==> config.mk <==
export PLATFORM = sky130hd
export DESIGN_NAME = tile_sequencer
export DESIGN_NICKNAME = d
export VERILOG_FILES = /design/src/rtl/dma_pkg.sv /design/src/rtl/tile_sequencer_addr_gen.sv /design/src/rtl/tile_sequencer.sv
export SDC_FILE = /design/constraint.sdc
export NUM_CORES = 1
export LEC_CHECK = 0
export ABC_AREA = 1
export BUFFER_PORTS_ARGS = -buffer_cell sky130_fd_sc_hd__buf_2
export CORE_MARGIN = 2
export CORE_UTILIZATION = 52
export CTS_CLUSTER_SIZE = 25
export DETAILED_ROUTE_END_ITERATION = 6
export GPL_ROUTABILITY_DRIVEN = 0
export PLACE_DENSITY = 0.82
export SKIP_CTS_REPAIR_TIMING = 1
export SLEW_MARGIN = 20
export SYNTH_ARGS = -nofsm -noshare
export SYNTH_HDL_FRONTEND = slang
export SYNTH_SLANG_ARGS = --single-unit
==> constraint.sdc <==
create_clock -name clk -period 5.6 [get_ports clk]
set_input_delay 0.56 -clock clk [delete_from_list [all_inputs] [get_ports clk]]
set_output_delay 0.56 -clock clk [all_outputs]
set_load 0.005 [all_outputs]
==> src/rtl/dma_pkg.sv <==
// Shared DMA op codes and tile sequencer state encoding.
// Used by tile_sequencer (optional feature macro: TILE_SEQ_PREFETCH_EN).
package dma_pkg;

   localparam logic [2:0] OP_LD_FMI   = 3'd0;
   localparam logic [2:0] OP_LD_KEX   = 3'd1;
   localparam logic [2:0] OP_ST_FMINT = 3'd4;

   typedef enum logic [2:0] {
      IDLE,
      LD_KEX,
      LD_FMI,
      CONV,
      ST_FMINT,
      DONE
   } seq_state_t;

   function automatic logic is_dma_state(input seq_state_t s);
      return (s == LD_KEX) || (s == LD_FMI) || (s == ST_FMINT);
   endfunction

endpackage

==> src/rtl/tile_sequencer_addr_gen.sv <==
// tile_addr_gen: running FMI/FMINT address accumulators (base + idx*stride,
// built by repeated addition with natural modulo-2^32 wrap).
module tile_addr_gen (
   input  logic        clk,
   input  logic        rst,
   input  logic        i_load,
   input  logic        i_step,
   input  logic [31:0] i_base_fmi,
   input  logic [31:0] i_base_fmint,
   input  logic [31:0] i_stride_fmi,
   input  logic [31:0] i_stride_fmint,
   output logic [31:0] o_fmi_addr,
   output logic [31:0] o_fmi_next,
   output logic [31:0] o_fmint_addr
);

   logic [31:0] r_acc_fmi;
   logic [31:0] r_acc_fmint;
   logic [31:0] r_stride_fmi;
   logic [31:0] r_stride_fmint;

   always_ff @(posedge clk or posedge rst) begin
      if (rst) begin
         r_acc_fmi      <= '0;
         r_acc_fmint    <= '0;
         r_stride_fmi   <= '0;
         r_stride_fmint <= '0;
      end else if (i_load) begin
         r_acc_fmi      <= i_base_fmi;
         r_acc_fmint    <= i_base_fmint;
         r_stride_fmi   <= i_stride_fmi;
         r_stride_fmint <= i_stride_fmint;
      end else if (i_step) begin
         r_acc_fmi      <= r_acc_fmi + r_stride_fmi;
         r_acc_fmint    <= r_acc_fmint + r_stride_fmint;
      end
   end

   assign o_fmi_addr   = r_acc_fmi;
   // Address of the following tile, used when its load is prefetched.
   assign o_fmi_next   = r_acc_fmi + r_stride_fmi;
   assign o_fmint_addr = r_acc_fmint;

endmodule

==> src/rtl/tile_sequencer.sv <==
// Layer sequencer: LD_KEX once, then per tile LD_FMI -> CONV -> ST_FMINT.
// Define TILE_SEQ_PREFETCH_EN to overlap the next tile's FMI load with CONV.
module tile_sequencer
   import dma_pkg::*;
(
   input  logic        clk,
   input  logic        rst,
   input  logic        start,
   input  logic [7:0]  n_tiles,
   input  logic [31:0] base_kex,
   input  logic [31:0] base_fmi,
   input  logic [31:0] base_fmint,
   input  logic [31:0] stride_fmi,
   input  logic [31:0] stride_fmint,
   output logic        s_dma,
   output logic [2:0]  dma_op,
   output logic [31:0] dma_addr,
   input  logic        f_dma,
   output logic        s_c11,
   input  logic        f_c11,
   output logic        fmi_bank,
   output logic        busy,
   output logic        finish,
   output logic [7:0]  tile_idx,
   output logic        err
);

   seq_state_t  r_state;
   seq_state_t  w_state_nxt;
   logic        r_first;
   logic [7:0]  r_n_tiles;
   logic [7:0]  r_tile_idx;
   logic [31:0] r_base_kex;
   logic        r_c11_done;
   logic        r_dma_done;
   logic        r_bank;
   logic        r_err;

   logic        w_load;
   logic        w_step;
   logic        w_last;
   logic        w_pf;
   logic        w_conv_done;
   logic        w_dma_exp;
   logic        w_c11_exp;
   logic [31:0] w_fmi_addr;
   logic [31:0] w_fmi_next;
   logic [31:0] w_fmint_addr;

   tile_addr_gen u_addr_gen (
      .clk            (clk),
      .rst            (rst),
      .i_load         (w_load),
      .i_step         (w_step),
      .i_base_fmi     (base_fmi),
      .i_base_fmint   (base_fmint),
      .i_stride_fmi   (stride_fmi),
      .i_stride_fmint (stride_fmint),
      .o_fmi_addr     (w_fmi_addr),
      .o_fmi_next     (w_fmi_next),
      .o_fmint_addr   (w_fmint_addr)
   );

   assign w_last = (r_tile_idx == (r_n_tiles - 8'd1));

`ifdef TILE_SEQ_PREFETCH_EN
   assign w_pf = (r_state == CONV) && !w_last;
`else
   assign w_pf = 1'b0;
`endif

   // CONV completes once the conv and (when prefetching) the DMA have both reported.
   assign w_conv_done = (r_c11_done || f_c11) && (!w_pf || r_dma_done || f_dma);
   assign w_dma_exp   = is_dma_state(r_state) || (w_pf && !r_dma_done);
   assign w_c11_exp   = (r_state == CONV) && !r_c11_done;

   always_comb begin
      w_state_nxt = r_state;
      w_load      = 1'b0;
      w_step      = 1'b0;
      case (r_state)
         IDLE: begin
            if (start) begin
               w_load      = 1'b1;
               w_state_nxt = (n_tiles == 8'd0) ? DONE : LD_KEX;
            end
         end
         LD_KEX:   if (f_dma) w_state_nxt = LD_FMI;
         LD_FMI:   if (f_dma) w_state_nxt = CONV;
         CONV:     if (w_conv_done) w_state_nxt = ST_FMINT;
         ST_FMINT: begin
            if (f_dma) begin
               if (w_last) begin
                  w_state_nxt = DONE;
               end else begin
                  w_step = 1'b1;
`ifdef TILE_SEQ_PREFETCH_EN
                  w_state_nxt = CONV;
`else
                  w_state_nxt = LD_FMI;
`endif
               end
            end
         end
         DONE:     if (!r_first) w_state_nxt = IDLE;
         default:  w_state_nxt = IDLE;
      endcase
   end

   always_ff @(posedge clk or posedge rst) begin
      if (rst) begin
         r_state    <= IDLE;
         r_first    <= 1'b0;
         r_n_tiles  <= '0;
         r_tile_idx <= '0;
         r_base_kex <= '0;
         r_c11_done <= 1'b0;
         r_dma_done <= 1'b0;
         r_bank     <= 1'b0;
         r_err      <= 1'b0;
      end else begin
         r_state <= w_state_nxt;
         r_first <= (w_state_nxt != r_state);
         r_err   <= r_err || (f_dma && !w_dma_exp) || (f_c11 && !w_c11_exp);
         if (w_load) begin
            r_n_tiles  <= n_tiles;
            r_base_kex <= base_kex;
            r_tile_idx <= '0;
            r_bank     <= 1'b0;
         end
         if (w_step) begin
            r_tile_idx <= r_tile_idx + 8'd1;
`ifdef TILE_SEQ_PREFETCH_EN
            r_bank     <= ~r_bank;
`endif
         end
         // Completion flags live only while CONV is still waiting.
         if ((r_state == CONV) && (w_state_nxt == CONV)) begin
            r_c11_done <= r_c11_done || f_c11;
            r_dma_done <= r_dma_done || (w_pf && f_dma);
         end else begin
            r_c11_done <= 1'b0;
            r_dma_done <= 1'b0;
         end
      end
   end

   always_comb begin
      dma_op   = OP_LD_FMI;
      dma_addr = '0;
      case (r_state)
         LD_KEX: begin
            dma_op   = OP_LD_KEX;
            dma_addr = r_base_kex;
         end
         LD_FMI:   dma_addr = w_fmi_addr;
         CONV:     dma_addr = w_pf ? w_fmi_next : 32'd0;
         ST_FMINT: begin
            dma_op   = OP_ST_FMINT;
            dma_addr = w_fmint_addr;
         end
         default: begin
            dma_op   = OP_LD_FMI;
            dma_addr = '0;
         end
      endcase
   end

   assign s_dma    = r_first && (is_dma_state(r_state) || w_pf);
   assign s_c11    = r_first && (r_state == CONV);
   assign busy     = (r_state != IDLE);
   assign finish   = (r_state == DONE) && !r_first;
   assign tile_idx = r_tile_idx;
   assign fmi_bank = r_bank;
   assign err      = r_err;

endmodule

# --- Yosys cells after proc, flatten, opt, wreduce, memory -nomap -nowiden ---
# Index checks and enable logic that the tools add are counted.
word_totals:
  reg_bits: 182
  input_bits: 173
  output_inout_bits: 49
  elab_cells: 66
op_classes:
  n_addsub: 4
  n_eq_ne: 8
  muxes: 23
  n_reduce_logical: 20
op_table:
  columns: ["op", "n"]
  rows:
  - ["32-bit 2-to-1 mux", 4]
  - ["32-bit case mux with 3 select lines", 1]
  - ["32-bit adder", 2]
  - ["3-bit 2-to-1 mux", 8]
  - ["3-bit case mux with 6 select lines", 1]
  - ["8-bit 2-to-1 mux", 2]
  - ["3-bit by 2-bit equality test with 1-bit output (second input constant)", 3]
  - ["8-bit by 1-bit adder with 8-bit output (second input constant)", 1]
  - ["8-bit equality test", 1]
  - ["8-bit logical NOT", 1]
  - ["8-bit by 1-bit subtractor with 8-bit output (second input constant)", 1]
  - ["1-bit logical AND", 7]
  - ["3-bit equality test (second input constant)", 2]
  - ["1-bit 2-to-1 mux", 6]
  - ["3-bit case mux with 2 select lines", 1]
  - ["1-bit logical OR", 5]
  - ["1-bit logical NOT", 4]
  - ["3-bit by 1-bit equality test with 1-bit output (second input constant)", 1]
  - ["3-bit logical NOT", 1]
  - ["3-bit != test", 1]
  - ["3-bit nonzero test", 1]
  - ["2-bit nonzero test", 1]

# --- Logic depth before layout (Yosys ltp) ---
# Gate-level depths: netlist (run 1).
depth:
  depth_word: 8
  ltp_mapped: 17
  mapped_depth_nobuf: 17

# --- Hierarchy ---
# From an unflattened synthesis (run 1), not the netlist that was laid out.
unflattened:
  hier_cells: 2033
  area_unflattened_um2: 13031.2
by_module_without_submodules:
  columns: ["mod", "n_inst", "cells_each", "area_per_inst_um2", "seq_area_each_um2"]
  rows:
  - ["tile_addr_gen", 1, 1556, 9840.7, 3203.1]
  - ["tile_sequencer", 1, 477, 3190.6, 1351.3]

# --- Least setup slack after synthesis (run 1) ---
# OpenSTA, ideal clock, no wires.
synth_path:
  path_kind: "reg2out"
  startpoint: "reg r_state[0]"
  endpoint: "out dma_addr[16]"
  arrival_ns: 1.500
  t_required_ns: 5.040
  path_slack_ns: 3.540
  stages_incl_launch_ff: 9
  n_path_buf: 3
  path_cell_list: "dfrtp_1 -> buf_2 -> nor2_1 -> nand2_1 -> inv_1 -> buf_2 -> buf_2 -> nand2_1 -> o211ai_1"
synth_via:
  elab_chain_cells: 2
  word_cells_on_any_way: 4
  classes_between: "eq/ne (3); mux (1)"
synth_rtl:
  columns: ["item", "line", "source"]
  rows:
  - ["start, declared", "tile_sequencer.sv:28", "seq_state_t r_state;"]
  - ["start signal, assigned", "tile_sequencer.sv:122", "r_state <= w_state_nxt;"]
  - ["3-bit equality test, or another cell as far along", "tile_sequencer.sv:151", "case (r_state)"]
  - ["32-bit case mux with 3 select lines (*)", "tile_sequencer.sv:151", null]
  - ["end, declared", "tile_sequencer.sv:17", "output logic [31:0] dma_addr,"]
# Every way passes the cells marked *; elsewhere a longest branch is shown, timed or not.

# --- Worst setup path after layout (run 1) ---
layout_path:
  startpoint: "reg r_state[0]"
  endpoint: "out dma_addr[17]"
# Same word-level chain as after synthesis.

==> flow_metrics.tcl, run 1 <==
set metrics [dict create \
    status "completed" \
    crit_arrival_ps 2780 \
    clock_sinks 182 \
    whs_ps 238 \
    rrSetupSlack_ps 2310 \
    die_w_um 163 \
    antenna_found_initial 0 \
    cellPowerDensity_mw_per_mm2 642 \
    hpwl_um 30500 \
    synth_edf_count 0 \
    max_slew.worst_pin.slew_ps 955 \
    startpoint_type "flip-flop" \
    ys_ff_latch 182 \
    drt-total-wl_um 40100 \
    floorplan.initialDensity 0.524 \
    vias 14010 \
    synth_ff_type "dfrtp_1" \
    synth.cell_area_sq_mm 0.0131 \
    p_comb_frac 0.615 \
    synth_top_cell_area_share 0.348 \
    grt_max_degree 92 \
    fin_cells 2563 \
    drc 0 \
    core-area_sq_mm 0.0250 \
    crit_path_end_kind "output port" \
    yosysWarnings 0 \
    final_net_count 2459 \
    n_antenna_cell 0 \
    hp-class "primary input to asynchronous set/reset pin" \
    p_sw_frac 0.511 \
    crit_family "simple AND/OR/NAND/NOR gates" \
    switchingPower_mw 4.91 \
    placed_cells 2531 \
    clock_latency_ps 450 \
    grt_pass1_vias 13257 \
    reg2reg_from "r_state[0]" \
    tns_ps 0 \
    path_clk_slew_ps 80 \
    routedWlPerCell_um 15.6 \
    setup_violations 0 \
    slowest_delay_ps 630 \
    io_pins 222 \
    final_cell_mix "945 x nand2_1, 244 x inv_1, 219 x buf_2" \
    finalCriticalPeriod_ps 3340 \
    fin_crit_sh 0.597 \
    max_freq_mhz 299 \
    synth.yosys.seq_area_share 0.348 \
    crit_chain "nor2_1, nand2_1, inv_1, nand2_1, o211ai_1, buf_2" \
    worstReg2RegEnd "u_addr_gen.o_fmint_addr[8]" \
    irDropWorstVdd_uv 322 \
    crit_slowest_cell "inv_1" \
    synth_top_area_cell "dfrtp_1" \
    criticalPathCategory "flip-flop to output port" \
    maxCapViolCount 0 \
    reg2regPathDepth 8 \
    yosys-top-cells-area "dfrtp_1 35%, nand2_1 27%, inv_1 7.0%" \
    yosysUniqueCellTypes 38 \
    fp-row-count 58 \
    synth_cells 2036 \
    syn_to_final_growth_pct 14.5 \
    cts_buffers 17 \
    final_common_cell "nand2_1" \
    clock_skew_ps 14.7 \
    cts_max_level 4 \
    fin_ws_ps 2260 \
    worstPathRequired_ps 5040 \
    avgViaCountPerCell 5.47 \
    ant_nets 0 \
    pre_cts_ws_ps 2370 \
    die-area_sq_mm 0.0265 \
    finalMaxSlewViolations 0 \
    clock-root-buffer "clkbuf_16" \
    die_h_um 163 \
    grt-ovfl-total 0 \
    rsz0062_at_grt "no" \
    synth.avg_cell_area_sq_um 6.43 \
    total_power_mw 9.62 \
    drive_gt1_frac 0.124 \
    io_buffer_count 219 \
    slew_headroom 0.363 \
    clockPowerShare 0.133 \
    cts.path.max_buffers 2 \
    grt_pass1_wl_um 64700 \
    synthArstFlopShare 1.00 \
    leakage_nw 8.59 \
    worst-path-stages 6 \
    seqPwrFrac 0.252 \
    dr.pass1.iters 7 \
    cts_tree "built" \
    drtIter0Drc 1401 \
    path_buf_inv 2 \
    finalHoldViolCount 0 \
    crit_top_cell "nand2_1" \
    track_usage 0.307 \
    crit_fanout 21 \
    intPower_mw 4.71 \
]
[worst reg2reg max path: cells and delay by family, from the launching register on]
family	cells	cell delay, ps
AND/OR/NAND/NOR	5	1570
AO/OA/AOI/OAI	1	100
flip-flops	1	470
buffers and inverters	2	1070
[Yosys cell counts (2+ instances only)]
cell,count
xnor2_1,20
buf_6,5
o211ai_1,12
dfrtp_1,182
inv_2,3
o21bai_1,9
buf_1,4
o21ai_1,8
nor4_1,7
nand2_1,945
inv_1,245
o21ai_0,89
nand3_1,147
o221ai_1,16
xor2_1,10
fa_1,2
nor3_1,18
ha_1,64
or2_2,7
buf_2,31
a21oi_1,53
nand4_1,20
clkbuf_1,23
nand3_2,2
buf_4,3
a31oi_1,2
nor2_1,85
nand3b_1,14
[cell type report]
cell class / count / area, sq um
Fill cell: 2373 / 9970
Multi-Input combinational cell: 1542 / 7290
Sequential cell: 182 / 4550
Timing Repair Buffer: 229 / 1180
Inverter: 248 / 941
Clock buffer: 19 / 443
Tap cell: 330 / 413
Clock inverter: 13 / 169
[power by group through the flow]
stage	clock (mW)	sequential (mW)	combinational, mW
floorplan	0	2.21	4.44
global placement	0	2.40	5.61
detailed placement	0	2.41	5.77
CTS	1.28	2.40	5.82
global route	1.34	2.47	6.70
finish	1.28	2.42	5.92
[worst max path at each step]
stage,to,slack (ps),startpoint
floorplan,err,100,rst
global placement,r_first,2460,start
detailed placement,r_first,2370,start
CTS,dma_addr[21],2280,r_state[0]
global route,u_addr_gen.o_fmint_addr[4],2050,r_state[0]
finish,dma_addr[17],2260,r_state[0]
[per-layer routing]
| metal | routed length (um) | GRT usage |
|---|---|---|
| met1 | 16500 | 0.405 |
| met2 | 18200 | 0.499 |
| met3 | 3360 | 0.0451 |
| met4 | 1930 | 0.146 |
| met5 | 0 | 0 |
[flip-flops by register name, indices dropped and copies added (netlist names)]
name	count
r_n_tiles	8
u_addr_gen.r_stride_fmint	32
u_addr_gen.o_fmi_addr	32
r_first	1
r_base_kex	32
r_c11_done	1
tile_idx	8
r_state	3
u_addr_gen.r_stride_fmi	32
err	1
u_addr_gen.o_fmint_addr	32
[metrics by stage]
| stage | cell area [sq um] | utilization |
|---|---|---|
| finish | 15000 | 0.600 |
| global route | 15000 | 0.600 |
| CTS | 15000 | 0.600 |
| detailed placement | 14400 | 0.576 |
| global placement | 14400 | 0.576 |
| floorplan | 13100 | - |
[logic make-up (layout without fill, tap and decap cells)]
kind of cell	Yosys count	count (layout)	share of synthesized area
compound gates	192	192	0.0830
flops	182	182	0.348
xor+xnor	30	30	0.0201
fa+ha+maj	66	66	0.0643
buf+inv	314	509	0.0968
simple gates	1251	1251	0.388
other cells	1	3	0.000287
(Power assumes the default switching activity.)
==> inputs of run 2 (changes only) <==
--- a/config.mk
+++ b/config.mk
@@ -8,7 +8,7 @@
 export ABC_AREA = 1
 export BUFFER_PORTS_ARGS = -buffer_cell sky130_fd_sc_hd__buf_2
 export CORE_MARGIN = 2
-export CORE_UTILIZATION = 52
+export CORE_UTILIZATION = 55
 export CTS_CLUSTER_SIZE = 25
 export DETAILED_ROUTE_END_ITERATION = 6
 export GPL_ROUTABILITY_DRIVEN = 0
==> constraint.sdc (replaced) <==
create_clock -name clk -period 3.1 [get_ports clk]
set_input_delay 0.31 -clock clk [delete_from_list [all_inputs] [get_ports clk]]
set_output_delay 0.31 -clock clk [all_outputs]
set_load 0.005 [all_outputs]
==> run 2 against run 1 <==
- wire length is 0.37% higher
- clock power is 85% higher
- total power is 83% higher
- die area is 5.3% lower
- via count hardly changed
- worst setup slack worse by 1800 ps
- sequential power is 81% higher
- utilization is 4.5 points higher
- sequential cell count stayed put
- clock skew is 1.4 ps higher
- first-iteration DRC count is 1.1% lower
- register-to-register slack worse by 1700 ps
- critical path type unchanged
- highest routed layer unchanged
==> flow_metrics.tcl, run 2 (synthesis gave the netlist of run 1 again) <==
set metrics [dict create \
    status "completed" \
    crit_arrival_ps 2310 \
    floorplan.initialDensity 0.559 \
    cts.path.max_buffers 2 \
    routedWlPerCell_um 15.7 \
    seq_area_sq_mm 0.00455 \
    path_clk_slew_ps 80 \
    crit_path_end_kind "output port" \
    grt-ovfl-total 0 \
    drive_gt1_frac 0.126 \
    fin_crit_sh 0.847 \
    maxCapViolCount 0 \
    rsz0062_at_grt "no" \
    criticalPathCategory "flip-flop to output port" \
    n_antenna_cell 0 \
    clock-root-buffer "clkbuf_16" \
    switchingPower_mw 9.04 \
    cellPowerDensity_mw_per_mm2 1170 \
    final_net_count 2464 \
    crit_fanout 20 \
    finalHoldViolCount 0 \
    vias 14006 \
    fp-row-count 56 \
    antenna_found_initial 0 \
    multi_input_area_sq_mm 0.00729 \
    intPower_mw 8.59 \
    cts_buffers 17 \
    clockPowerShare 0.134 \
    die_h_um 158 \
    drc 0 \
    avgViaCountPerCell 5.48 \
    core-area_sq_mm 0.0234 \
    grt_pass1_wl_um 64000 \
    cts_tree "built" \
    seqPwrFrac 0.248 \
    max_slew.worst_pin.slew_ps 848 \
    worstPathRequired_ps 2790 \
    startpoint_type "flip-flop" \
    dr.pass1.iters 6 \
    max_freq_mhz 381 \
    p_comb_frac 0.617 \
    grt_pass1_vias 12956 \
    track_usage 0.325 \
    finalCriticalPeriod_ps 2620 \
    fin_ws_ps 475 \
    die-area_sq_mm 0.0250 \
    cts_max_level 4 \
    tns_ps 0 \
    p_sw_frac 0.513 \
    clock_skew_ps 16.1 \
    clock_latency_ps 450 \
    grt_max_degree 76 \
    hp-class "primary input to asynchronous set/reset pin" \
    hpwl_um 30700 \
    syn_to_final_growth_pct 15.4 \
    final_cell_mix "945 x nand2_1, 244 x inv_1, 219 x buf_2" \
    ant_nets 0 \
    final_util 0.645 \
    final_common_cell "nand2_1" \
    irDropWorstVdd_uv 484 \
    drt-total-wl_um 40200 \
    total_power_mw 17.6 \
    pre_cts_ws_ps 704 \
    setup_violations 0 \
    slew_headroom 0.434 \
    die_w_um 158 \
    io_pins 222 \
    clock_sinks 182 \
    fillCellCount 2151 \
    drtIter0Drc 1385 \
    io_buffer_count 219 \
    leakage_nw 8.64 \
    finalMaxSlewViolations 0 \
]
-- run 2: worst paths after layout --
check / from / endpoint / slack, ps / depth (start not counted)
min: rst / u_addr_gen.r_stride_fmi[4] / 6 / 2
min reg2reg: r_base_kex[15] / r_base_kex[15] / 490 / 2
max in group asynchronous: rst / u_addr_gen.r_stride_fmint[24] / 2310 / 3
max: r_state[0] / dma_addr[21] / 480 / 8
max reg2reg: r_n_tiles[0] / u_addr_gen.o_fmint_addr[5] / 620 / 12
min in group clk: stride_fmi[3] / u_addr_gen.r_stride_fmi[3] / 40 / 3
-- run 2: power by group through the flow --
stage | Clock [mW] | Combinational, mW | Sequential [mW]
after floorplan | 0 | 8.03 | 4.00
after global placement | 0 | 10.3 | 4.32
after detailed placement | 0 | 10.6 | 4.35
after CTS | 2.36 | 10.7 | 4.32
after global routing | 2.46 | 12.3 | 4.46
final | 2.37 | 10.9 | 4.38
-- run 2: final cells by class --
| class | count | share of cell area |
|---|---|---|
| Multi-Input combinational cell | 1542 | 0.483 |
| Sequential cell | 182 | 0.302 |
| Timing Repair Buffer | 234 | 0.0858 |
| Inverter | 248 | 0.0622 |
| Clock buffer | 18 | 0.0291 |
| Tap cell | 319 | 0.0264 |
| Clock inverter | 14 | 0.0123 |
-- run 2: critical path, cell delays in order, from the launching register on --
cell      delay, ps
dfrtp_1         460
nor2_1          300
nand2_1          90
buf_4           220
inv_1           110
buf_4           250
nand2_1          80
o211ai_1        170
buf_2           190
-- run 2: metrics by stage --
stage	area, sq um	instances	hold WS (ps)
after global routing	15100	2557	53.0
after floorplan	13100	2038	420
after detailed placement	14500	2525	472
final	15100	2557	6.12
after CTS	15100	2557	34.8
after global placement	14500	2525	464
-- run 2: metal layers --
metal | part of all wire | vias to the layer above | track usage
li1 | - | 6786 | -
met1 | 0.41 | 6370 | 0.430
met2 | 0.46 | 695 | 0.532
met4 | 0.046 | 0 | 0.147
met5 | 0 | - | 0
met3 | 0.084 | 155 | 0.0465
